### config.mk
export PLATFORM = sky130hd
export DESIGN_NAME = inst_loader
export DESIGN_NICKNAME = d
export VERILOG_FILES = /design/src/rtl/inst_loader.sv
export SDC_FILE = /design/constraint.sdc
export NUM_CORES = 1
export LEC_CHECK = 0
export BUFFER_PORTS_ARGS = -buffer_cell sky130_fd_sc_hd__buf_2
export CORE_MARGIN = 4
export CORE_UTILIZATION = 56
export DETAILED_ROUTE_END_ITERATION = 6
export PLACE_DENSITY = 0.79
export RECOVER_POWER = 100
export SLEW_MARGIN = 25
export SYNTH_ARGS = -nofsm -noshare
export SYNTH_HDL_FRONTEND = slang
export SYNTH_SLANG_ARGS = --single-unit
export TNS_END_PERCENT = 20
### constraint.sdc
create_clock -name clk -period 2.9 [get_ports clk]
set_clock_uncertainty 0.2 [all_clocks]
set_input_delay 0.145 -clock clk [delete_from_list [all_inputs] [get_ports clk]]
set_output_delay 0.145 -clock clk [all_outputs]
set_load 0.01 [all_outputs]
### src/rtl/inst_loader.sv
// Boot-time program loader: assembles a big-endian length header and instruction
// words from a byte stream, writes them to instruction RAM, then releases the core.
module inst_loader #(
   parameter int unsigned ADDR_W = 17
) (
   input  logic              clk,
   input  logic              rst,
   input  logic [7:0]        byte_i,
   input  logic              byte_valid_i,
   output logic              byte_ready_o,
   output logic              we_o,
   output logic [ADDR_W-1:0] waddr_o,
   output logic [31:0]       wdata_o,
   output logic              cpu_rst_o,
   output logic              done_o,
   output logic              err_o,
   output logic [ADDR_W:0]   words_loaded_o
);

   localparam logic [32:0] CAPACITY = 33'(1) << ADDR_W;

   typedef enum logic [2:0] {
      HDR,
      DATA,
      WRITE,
      DONE,
      ERR
   } state_t;

   state_t state, state_next;

   logic [1:0]      byte_cnt;
   logic [23:0]     shift;
   logic [31:0]     len;
   logic [31:0]     word;
   logic            accept;
   logic            word_full;
   logic [ADDR_W:0] count_inc;

   assign accept    = byte_valid_i & byte_ready_o;
   assign word      = {shift, byte_i};
   assign word_full = accept && (byte_cnt == 2'd3);
   assign count_inc = words_loaded_o + (ADDR_W+1)'(1);

   always_comb begin
      state_next   = state;
      byte_ready_o = 1'b0;
      case (state)
         HDR: begin
            byte_ready_o = 1'b1;
            if (word_full) begin
               if (word == 32'd0)
                  state_next = DONE;
               else if ({1'b0, word} > CAPACITY)
                  state_next = ERR;
               else
                  state_next = DATA;
            end
         end
         DATA: begin
            byte_ready_o = 1'b1;
            if (word_full)
               state_next = WRITE;
         end
         WRITE: begin
            if (33'(count_inc) == {1'b0, len})
               state_next = DONE;
            else
               state_next = DATA;
         end
         DONE:    state_next = DONE;
         ERR:     state_next = ERR;
         default: state_next = HDR;
      endcase
   end

   always_ff @(posedge clk) begin
      if (rst)
         state <= HDR;
      else
         state <= state_next;
   end

   // Status outputs are registered from the next state so they line up
   // with the first cycle spent in WRITE, DONE or ERR.
   always_ff @(posedge clk) begin
      if (rst) begin
         byte_cnt       <= '0;
         shift          <= '0;
         len            <= '0;
         we_o           <= 1'b0;
         waddr_o        <= '0;
         wdata_o        <= '0;
         cpu_rst_o      <= 1'b1;
         done_o         <= 1'b0;
         err_o          <= 1'b0;
         words_loaded_o <= '0;
      end else begin
         if (accept) begin
            shift    <= word[23:0];
            byte_cnt <= byte_cnt + 2'd1;
         end
         if (state == HDR && word_full)
            len <= word;
         if (state == DATA && word_full) begin
            wdata_o <= word;
            waddr_o <= words_loaded_o[ADDR_W-1:0];
         end
         if (state == WRITE)
            words_loaded_o <= count_inc;
         we_o      <= (state_next == WRITE);
         done_o    <= (state_next == DONE);
         err_o     <= (state_next == ERR);
         cpu_rst_o <= (state_next != DONE);
      end
   end

endmodule
Word level (Yosys, flattened, before mapping)
Cells that the tools add are included.

cells by class
  $add $sub $neg = 2
  magnitude comparators = 1
  equal/unequal tests = 10
  multiplexer cells = 7
  bitwise operators = 1
  reductions and logical operators = 6

operator list
  kind                   number
  $eq 18x32->1           1
  $gt 32x18->1 const B   1
  $logic_not 32->1       1
  $add 18x1->18 const B  1
  $pmux 3 s5             1
  $eq 3x2->1 const B     4
  $mux 3                 4
  $eq 3x3->1 const B     2
  $eq 3x1->1 const B     1
  $logic_and 1x1->1      3
  $logic_not 3->1        1
  $ne 3x2->1 const B     1
  $add 2x1->2 const B    1
  $eq 2x2->1 const B     1
  $mux 2                 1
  $reduce_or 2->1        1
  $and 1x1->1            1
  $mux 1                 1

storage, ports and cells
  bits in registers = 132
  input bits = 11

Longest topological paths before layout
Gate-level depths: netlist of the first run.

  depth in word-level cells = 8
  depth in mapped cells = 8

Worst setup path after synthesis of the first run
Ideal clock, no wire load.

  path kind = reg2reg
  start = register words_loaded_o[0]
  end = register cpu_rst_o
  arrival = 2.037 ns
  data required time = 2.580 ns
  slack = 0.543 ns
  cell stages (with the launch flop) = 9
  buffers on the path = 1
  clock period less this slack = 2.357 ns
  cell sequence = dfxtp_1 ha_1 nand3_1 buf_2 nor4_1 xnor2_1 o2111a_1 a41oi_1 or2_1

on the way
  longest elaborated chain between the ends = 5

RTL lines
  element                 RTL line  text
  start, declared         17        output logic [ADDR_W:0] words_loaded_o
  start signal, assigned  110       words_loaded_o <= count_inc;
  $add 18x1->18           43        assign count_inc = words_loaded_o + (ADDR_W+1)'(1);
  $eq 18x32->1            66        if (33'(count_inc) == {1'b0, len})
  $mux 2                  66
  $pmux 3 s5              48        case (state)
  $ne 3x2->1              114       cpu_rst_o <= (state_next != DONE);
  end signal, assigned    114
  end, declared           14        output logic cpu_rst_o,

No other way between the ends.
A chain may end at the register's enable or synchronous reset.

Final worst setup path of the first run
  start = register words_loaded_o[1]
  end = register cpu_rst_o

The elaborated chain is that of the path after synthesis.

==> results.cfg, run 1 <==
[clock_tree]
cts_tree = yes
cts_buffer_depth = 2
clkLatencyLatePin_ns = 0.52
postCtsSetupRepairBufs = 0
cts_root_buffer = clkbuf_8
cts_buffers = 17
ctsHtreeMaxLevel = 4
clock_sinks = 132
path_clk_slew_ns = 0.06

[hold_path]
hold_start = waddr_o[0]
min_path_cells = 2
hold_class = reg2reg
worstHoldEndpoint = waddr_o[0]

[yosys]
yosysMostFrequentCell = nand2_1
async_flop_share_pct = 0
synth_edf_count = 0
synth_top_area_share_pct = 49.18
yosysWarningCount = 0
yosysSeqAreaShare_pct = 49.18
yosysUniqueCellTypes = 46
synth_area_um2 = 5373
synthTopCellsByCount = 224 x nand2_1, 132 x dfxtp_1, 119 x a21oi_1
yosysTopAreaCell = dfxtp_1
synth_cells = 685
synth_area_per_cell_um2 = 7.843
syn-num-nets = 698
synth_flop_cell = dfxtp_1
synth_area_leaders = dfxtp_1 49%, nand2_1 16%, a21oi_1 11%, xnor2_1 3.3%, clkbuf_1 2.9%
ys_ff_latch = 132

[route]
vias_per_cell = 5.592
dr.first_iter.drc_count = 292
routed_wl_um = 13310
post_drt_wl_per_cell_um = 14.83
wl_met1_um = 5529
first_pass_iters = 5
vias = 5016
top_layer_used = met4
wl_met2_um = 6597
drc = 0
antenna_left = 0
met3WireLength_um = 903

[setup_path]
crit_path_max_fanout = 13
slowest_stage = or4_1
crit_required_ns = 3.11
worstSetupPathType = reg2reg
endpoint_kind = register
start_kind = register
critical_path.max_stage_delay_ns = 0.58
crit_start = words_loaded_o[1]
path_cells = ha_1 > nand3_1 > or4_1 > o32a_1 > o31ai_1 > a41oi_1 > or2_1
reg2reg_from = words_loaded_o[1]
r2r_end = cpu_rst_o
worst-endpoint-arrival_ns = 2.87
rr_worst_depth = 7
r2r_slack_ns = 0.23

[pwr]
swShare_pct = 21.63
power.total_mw = 4.207
internal_power_mw = 3.297
p_per_area_nw_per_um2 = 654.0
pwr-share-comb_pct = 2.8
p_sw_mw = 0.9100
clkPwrFrac_pct = 53.2
ir_drop_mv = 0.3867
leakage_nw = 2.158
pwr-share-seq_pct = 44.0

[sta]
drv_slew = 0
fin_crit_ns = 2.665
setup_viol = 0
rsz0062_at_grt = false
whs_ns = 0.2517
worst_slew_pin_slew_ns = 1.172
layout_setup_ws_ns = 0.2349
fin_tns_setup_ns = 0
relSlewSlack_pct = 21.84
hold_viol_final = 0
fmax_ghz = 0.3752
fin_crit_sh_pct = 91.90

[final_layout]
fin_area_um2 = 6434
drive_above_1_share_pct = 7.422
antennaDiodeCount = 0
synthToLayoutAreaGrowth_pct = 19.75
num-nets-final = 768

[global_routing]
grt-ovfl-total = 0
grtUsageTotal_pct = 24.24
grt_max_degree = 48
antenna_found_initial = 0
grt_pass1_wl_um = 22310
grt_pass1_vias = 4732

[placed_design]
dp_slack_ns = 0.2354
io_buffers = 82
gp_congestion = 0.8692
dpl.hpwl_um = 9052
post_dp_cell_area_um2 = 5829

[floorplanning]
start_util_pct = 57.87
io_pins = 83
die_h_um = 106.0
core_area_um2 = 9284
fp.dieW_um = 106.0
core.rowCount = 35
die_area_um2 = 11230

[run]
cap_violations = 0

[status]
outcome = complete, no violations
critical path: cells and delay by family, from the launching register on:
| kind | cells | cell delay [ns] |
|---|---|---|
| compound gates | 3 | 0.49 |
| fa+ha+maj | 1 | 0.25 |
| flops | 1 | 0.43 |
| simple gates | 3 | 1.19 |
registers in the layout, summed over array words and instances (netlist names), 2 cells and up:
register        cells
byte_cnt            2
len                32
state               3
words_loaded_o     18
shift              24
waddr_o            17
wdata_o            32
power by group through the flow:
stage | clock (mW) | sequential (mW) | combinational [mW]
after floorplan | 0 | 1.88 | 0.0732
after global placement | 0 | 1.89 | 0.102
after detailed placement | 0 | 1.89 | 0.106
after CTS | 2.25 | 1.85 | 0.118
after global routing | 2.34 | 1.85 | 0.131
final | 2.24 | 1.85 | 0.119
how the worst max path moves through the flow:
stage / end / slack [ns] / cells after the start
finish: cpu_rst_o / 0.23 / 7
global route: cpu_rst_o / 0.008 / 7
CTS: cpu_rst_o / 0.22 / 7
detailed placement: cpu_rst_o / 0.24 / 7
global placement: cpu_rst_o / 0.35 / 7
floorplan: cpu_rst_o / 0.54 / 8
cell type report:
cell class	instances	area, um^2
fillers	791	2850
clock buffers	18	427.9
multi-input cells	500	2511
clock inverters	14	198.9
flip-flops and latches	132	2643
well taps	129	161.4
repair buffers	101	480.5
inverters	3	11.26
cells in the final DEF, fill, tap and decap left out, drive strengths merged, types with 2 or more instances in the layout:
master / netlist / routed
nand2: 224 / 224
dfxtp: 132 / 132
a21oi: 119 / 119
clkbuf: 42 / 92
nor2: 20 / 20
xnor2: 20 / 20
nor4: 17 / 17
buf: 8 / 17
xor2: 15 / 15
or3: 12 / 12
nor3: 12 / 12
o21ai: 10 / 10
dlygate4sd3: 0 / 10
nand4: 9 / 9
clkinv: 0 / 6
inv: 3 / 6
nand3: 4 / 4
bufinv: 0 / 4
or4: 3 / 3
nor3b: 3 / 3
and4: 3 / 3
and3: 3 / 3
nand2b: 3 / 3
o22ai: 2 / 2
ha: 2 / 2
or3b: 2 / 2
or2: 2 / 2
timing repair:
action,CTS,global route
gates resized for setup,0,0
hold buffers,10,0
endpoints found under the hold margin,62,0
metrics by stage:
step           instances  utilization [%]
3_3_place_gp         855            62.79
3_5_place_dp         855            62.79
6_report             897            69.30
4_1_cts              897            70.62
5_1_grt              897            69.30
2_1_floorplan        685                -
cells by family (layout without fill, tap and decap cells):
kind of cell / after synthesis / count (layout) / synth area share [%]
buf+inv: 53 / 136 / 4.099
simple gates: 320 / 320 / 26.25
compound gates: 141 / 141 / 13.90
xor+xnor: 35 / 35 / 5.706
flops: 132 / 132 / 49.18
fa+ha+maj: 2 / 2 / 0.4657
mux: 2 / 2 / 0.3959
routing by layer:
layer / vias to the layer above / global-route usage (%)
met3: 31 / 5.404
met4: 0 / 7.956
li1: 2445 / -
met5: - / 0
met1: 2342 / 29.86
met2: 198 / 42.08
(Power assumes the default switching activity.)
==> run 2, diff against run 1 <==
--- a/config.mk
+++ b/config.mk
@@ -8,6 +8,7 @@
 export BUFFER_PORTS_ARGS = -buffer_cell sky130_fd_sc_hd__buf_2
 export CORE_MARGIN = 4
 export CORE_UTILIZATION = 56
+export CTS_CLUSTER_DIAMETER = 80
 export DETAILED_ROUTE_END_ITERATION = 6
 export PLACE_DENSITY = 0.79
 export RECOVER_POWER = 100
==> constraint.sdc (replaced) <==
create_clock -name clk -period 2.9 [get_ports clk]
set_clock_uncertainty 0.2 [all_clocks]
set_input_delay 0.145 -clock clk [delete_from_list [all_inputs] [get_ports clk]]
set_output_delay 0.145 -clock clk [all_outputs]
set_load 0.1 [all_outputs]
==> run 2 against run 1 <==
  * Hold slack gained 0.0015 ns
  * Final area shrank 0.74%
  * Non-clock buffer count grew 1
  * Critical path depth is the same
  * Via count shrank 1.2%
  * Clock-buffer cell count grew 1
  * Critical path type unchanged
  * Critical endpoint unchanged
  * Largest power group unchanged
==> results.cfg, run 2 (synthesis gave the netlist of run 1 again) <==
[status]
outcome = complete, no violations

[hold_path]
hold_class = reg2reg
min_path_cells = 2
hold_start = waddr_o[8]
worstHoldEndpoint = waddr_o[8]

[clock_tree]
ctsHtreeMaxLevel = 4
path_clk_slew_ns = 0.06
cts_tree = yes
clock_sinks = 132
cts_root_buffer = clkbuf_8
cts_resized = 0
cts_buffers = 17
cts_buffer_depth = 2
clkLatencyLatePin_ns = 0.51

[global_routing]
grt_pass1_wl_um = 21870
grt-ovfl-total = 0
grtUsageTotal_pct = 23.65
antenna_found_initial = 0
grt_max_degree = 55
grt_pass1_vias = 4712

[setup_path]
crit_family = simple AND/OR/NAND/NOR gates
slowest_stage = or4_1
worstSetupPathType = reg2reg
critical_path.max_stage_delay_ns = 0.56
crit_path_max_fanout = 13
reg2reg_from = words_loaded_o[0]
crit_cells = 7
path_cells = ha_1 > nand3_1 > or4_1 > o32a_1 > o31ai_1 > a41oi_1 > or2_0
r2r_end = cpu_rst_o
endpoint_kind = register
r2r_slack_ns = 0.25
rr_worst_depth = 7
start_kind = register
crit_buf_inv = 0
worst-endpoint-arrival_ns = 2.84
crit_required_ns = 3.09

[route]
first_pass_iters = 5
drc = 0
vias_per_cell = 5.520
antenna_left = 0
routed_wl_um = 13190
post_drt_wl_per_cell_um = 14.68
dr.first_iter.drc_count = 268
vias = 4957

[placed_design]
dp_slack_ns = 0.2813
io_buffers = 82
gp_congestion = 0.8276
dpl.hpwl_um = 8970

[floorplanning]
core.rowCount = 35
io_pins = 83
die_h_um = 106.0
fp.dieW_um = 106.0
start_util_pct = 57.87
core_area_um2 = 9284
die_area_um2 = 11230

[final_layout]
num-nets-final = 769
reg_top3 = len: 32 flops, wdata_o: 32 flops, shift: 24 flops
layout_commonest_cell = nand2_1
layout_common_cells = 224 x nand2_1, 130 x dfxtp_1, 119 x a21oi_1
synthToLayoutAreaGrowth_pct = 18.86
fillers = 820
drive_above_1_share_pct = 7.282
antennaDiodeCount = 0

[sta]
fin_crit_ns = 2.649
worst_slew_pin_slew_ns = 1.183
fmax_ghz = 0.3775
setup_viol = 0
hold_viol_final = 0
rsz0062_at_grt = false
layout_setup_ws_ns = 0.2511
fin_tns_setup_ns = 0
relSlewSlack_pct = 21.48
drv_slew = 0
fin_crit_sh_pct = 91.34

[pwr]
leakage_nw = 2.128
ir_drop_mv = 0.4975
p_per_area_nw_per_um2 = 631.0

[run]
cap_violations = 0
-- run 2: how the worst max path moves through the flow --
stage,end,slack [ns],startpoint
2_1_floorplan,words_loaded_o[13],-0.02,words_loaded_o[5]
3_3_place_gp,cpu_rst_o,0.36,words_loaded_o[0]
3_5_place_dp,cpu_rst_o,0.28,words_loaded_o[0]
4_1_cts,cpu_rst_o,0.27,words_loaded_o[0]
5_1_grt,cpu_rst_o,0.03,words_loaded_o[0]
6_report,cpu_rst_o,0.25,words_loaded_o[0]
-- run 2: repair_timing --
item / in CTS / in global routing
endpoints found under the hold margin: 67 / 0
setup buffers: 0 / 0
hold buffers: 10 / 0
-- run 2: final cells by class --
class,count,area [um^2],area share [%]
clock inverters,13,150.1,2.351
inverters,3,11.26,0.1763
flip-flops and latches,132,2645,41.42
clock buffers,19,421.7,6.603
multi-input cells,500,2511,39.32
repair buffers,102,485.5,7.602
well taps,129,161.4,2.527
-- run 2: through the flow --
step / power (mW) / util (%) / instance area (um^2) / hold slack (ns) / cells
2_1_floorplan: 1.957 / - / 5378 / 0.08097 / 685
3_3_place_gp: 1.995 / 62.79 / 5829 / 0.2300 / 856
3_5_place_dp: 1.998 / 62.79 / 5829 / 0.2365 / 856
4_1_cts: 4.048 / 70.03 / 6501 / 0.2497 / 898
5_1_grt: 4.149 / 68.79 / 6386 / 0.2730 / 898
6_report: 4.030 / 68.79 / 6386 / 0.2532 / 898
-- run 2: worst register-to-register path, stage by stage (launching register included) --
cell	delay [ns]
dfxtp_2	0.42
ha_1	0.23
nand3_1	0.32
or4_1	0.57
o32a_1	0.17
o31ai_1	0.08
a41oi_1	0.26
or2_0	0.29
-- run 2: power by group --
group | switching (mW) | internal [mW] | leakage, nW | total [mW]
logic | 0.0794 | 0.0385 | 0.783 | 0.118
registers | 0.0223 | 1.83 | 1.07 | 1.85
clock network | 0.821 | 1.24 | 0.279 | 2.06
total | 0.923 | 3.11 | 2.13 | 4.03
-- run 2: per-layer routing --
metal	share of wire (%)	track usage, %
met5	0	0
met3	6.0	4.918
met2	49	39.66
met4	1.3	8.141
met1	44	30.38
==> run 3, diff against run 2 <==
--- a/config.mk
+++ b/config.mk
@@ -5,12 +5,13 @@
 export SDC_FILE = /design/constraint.sdc
 export NUM_CORES = 1
 export LEC_CHECK = 0
-export BUFFER_PORTS_ARGS = -buffer_cell sky130_fd_sc_hd__buf_2
+export ABC_AREA = 1
+export BUFFER_PORTS_ARGS = -buffer_cell sky130_fd_sc_hd__clkbuf_2
 export CORE_MARGIN = 4
-export CORE_UTILIZATION = 56
+export CORE_UTILIZATION = 57
 export CTS_CLUSTER_DIAMETER = 80
 export DETAILED_ROUTE_END_ITERATION = 6
-export PLACE_DENSITY = 0.79
+export PLACE_DENSITY = 0.8
 export RECOVER_POWER = 100
 export SLEW_MARGIN = 25
 export SYNTH_ARGS = -nofsm -noshare
==> run 3 against run 2 <==
  * Clock-buffer cell count grew 1
  * Routed wire length grew 13%
  * Global-route usage grew 2.4 points
  * Largest cell class unchanged
  * Largest power group unchanged
  * Highest routed layer unchanged
==> results.cfg, run 3 <==
[global_routing]
grt_pass1_wl_um = 24010
grtUsageTotal_pct = 26.09
grt-ovfl-total = 0
grt_max_degree = 67
antenna_found_initial = 0
grt_pass1_vias = 5066

[yosys]
yosysUniqueCellTypes = 33
async_flop_share_pct = 0
yosysSeqAreaShare_pct = 47.07
synth_cells = 782
syn-num-nets = 795
synth_area_per_cell_um2 = 7.179
yosysTopAreaCell = dfxtp_1
synth_edf_count = 0
ys_ff_latch = 132
synthTopCellsByCount = 132 x dfxtp_1, 132 x nor2_1, 118 x nand2_1
synth_area_um2 = 5614
synth_area_leaders = dfxtp_1 47%, a21oi_1 9.0%, nor2_1 8.8%, o21ai_0 8.3%, nand2_1 7.9%
synth_flop_cell = dfxtp_1
synth_top_area_share_pct = 47.07
yosysWarningCount = 0

[sta]
whs_ns = 0.2429
setup_viol = 0
relSlewSlack_pct = 20.60
fin_crit_sh_pct = 91.82
fin_crit_ns = 2.663
rsz0062_at_grt = false
fin_tns_setup_ns = 0
worst_slew_pin_slew_ns = 1.196
drv_slew = 0
hold_viol_final = 0
fmax_ghz = 0.3755

[final_layout]
drive_above_1_share_pct = 7.184
reg_top3 = len: 32 flops, wdata_o: 32 flops, shift: 24 flops
layout_common_cells = 134 x nor2_1, 132 x dfxtp_1, 119 x nand2_1
num-nets-final = 877
antennaDiodeCount = 0
fillers = 798
layout_commonest_cell = nor2_1
synthToLayoutAreaGrowth_pct = 18.72

[pwr]
p_per_area_nw_per_um2 = 621.7
swShare_pct = 24.28
clkPwrFrac_pct = 49.5
ir_drop_mv = 0.4409
p_sw_mw = 1.006
internal_power_mw = 3.137
pwr-share-seq_pct = 45.8
leakage_nw = 2.530
pwr-share-comb_pct = 4.7

[setup_path]
crit_required_ns = 3.10
r2r_slack_ns = 0.24
cpMostUsedCell = nand2_4
critical_path.max_stage_delay_ns = 0.58
r2r_end = len[6]
crit_path_max_fanout = 27
endpoint_kind = register
crit_start = state[1]
slowest_stage = dlygate4sd3_1
path_cells = inv_1 > nand3_1 > nand2_2 > nand2_4 > nor2_8 > nand2_4 > clkinv_2 > nand2_1 > a21oi_1 > dlygate4sd3_1
reg2reg_from = state[1]
rr_worst_depth = 10
start_kind = register
worst-endpoint-arrival_ns = 2.86
worstSetupPathType = reg2reg
crit_path_end = len[6]

[placed_design]
io_buffers = 82
dpl.hpwl_um = 9916
gp_congestion = 0.9040

[route]
antenna_left = 0
vias = 5425
drc = 0
first_pass_iters = 5
vias_per_cell = 5.393
dr.first_iter.drc_count = 394
routed_wl_um = 14870
post_drt_wl_per_cell_um = 14.78

[floorplanning]
die_area_um2 = 11500
io_pins = 83
start_util_pct = 59.63
fp.dieW_um = 107.2
die_h_um = 107.2
core.rowCount = 35
core_area_um2 = 9415

[status]
outcome = complete, no violations

[clock_tree]
cts_buffers = 17
cts_root_buffer = clkbuf_8
ctsHtreeMaxLevel = 4
cts_buffer_depth = 2
path_clk_slew_ns = 0.06
cts_tree = yes
clkLatencyLatePin_ns = 0.52
clock_sinks = 132

[run]
cap_violations = 0

[hold_path]
hold_class = reg2reg
run 3: power groups by stage:
| stage | Clock (mW) | Sequential, mW | Combinational, mW |
|---|---|---|---|
| after floorplan | 0 | 1.92 | 0.129 |
| after global placement | 0 | 1.93 | 0.174 |
| after detailed placement | 0 | 1.93 | 0.180 |
| after CTS | 2.06 | 1.90 | 0.194 |
| after global routing | 2.16 | 1.90 | 0.220 |
| final | 2.05 | 1.90 | 0.196 |
run 3: final cells by class:
class,count,area (um^2),share of cell area [%]
clock buffer,20,455.4,6.833
multi-input combinational,524,2452,36.79
timing repair buffer,100,498.0,7.471
clock inverter,12,120.1,1.802
sequential,132,2643,39.65
tap,129,161.4,2.422
inverter,89,335.3,5.031
run 3: kinds of logic after synthesis:
| group | Yosys count | synth area share (%) |
|---|---|---|
| AND/OR/NAND/NOR | 310 | 23.49 |
| adder cells (fa/ha/maj) | 2 | 0.4457 |
| buffers and inverters | 126 | 8.847 |
| flip-flops | 132 | 47.07 |
| XOR/XNOR | 4 | 0.8692 |
| AO/OA/AOI/OAI | 208 | 19.28 |
run 3: layer usage:
| layer | vias to the layer above | wire length [um] | track usage [%] | part of all wire (%) |
|---|---|---|---|---|
| met1 | 2450 | 6312 | 33.42 | 42 |
| li1 | 2706 | - | - | - |
| met2 | 234 | 6845 | 42.98 | 46 |
| met5 | - | 0 | 0 | 0 |
| met4 | 0 | 385 | 9.680 | 2.6 |
| met3 | 35 | 1324 | 5.840 | 8.9 |
run 3: what timing repair did:
item                                    in CTS  in global routing
resized for setup                            0                  3
setup buffers                                0                  0
hold endpoints to repair                    84                  0
hold buffers                                12                  0
endpoints found under the setup margin       0                  2
run 3: how the worst min path moves through the flow:
stage / start / end / depth (start not counted)
floorplan: byte_i[0] / len[0] / 2
global placement: wdata_o[14] / wdata_o[14] / 2
detailed placement: waddr_o[1] / waddr_o[1] / 2
CTS: waddr_o[1] / waddr_o[1] / 2
global route: waddr_o[1] / waddr_o[1] / 2
finish: wdata_o[1] / wdata_o[1] / 2
run 3: critical path, delay by kind of cell, from the launching register on:
family          cells  cell delay [ns]
compound gates      1             0.07
simple gates        6             0.85
flops               1             0.44
buf+inv             3             0.98
run 3: stage by stage:
stage               total power [mW]  util (%)  setup slack [ns]  instances  cell area [um^2]
global route                   4.278     70.79           0.07210       1006              6665
finish                         4.143     70.79            0.2371       1006              6665
floorplan                      2.047         -            0.1560        782              5614
CTS                            4.151     71.97            0.1366       1006              6777
global placement               2.108     64.58            0.6304        962              6081
detailed placement             2.115     64.58            0.4647        962              6081
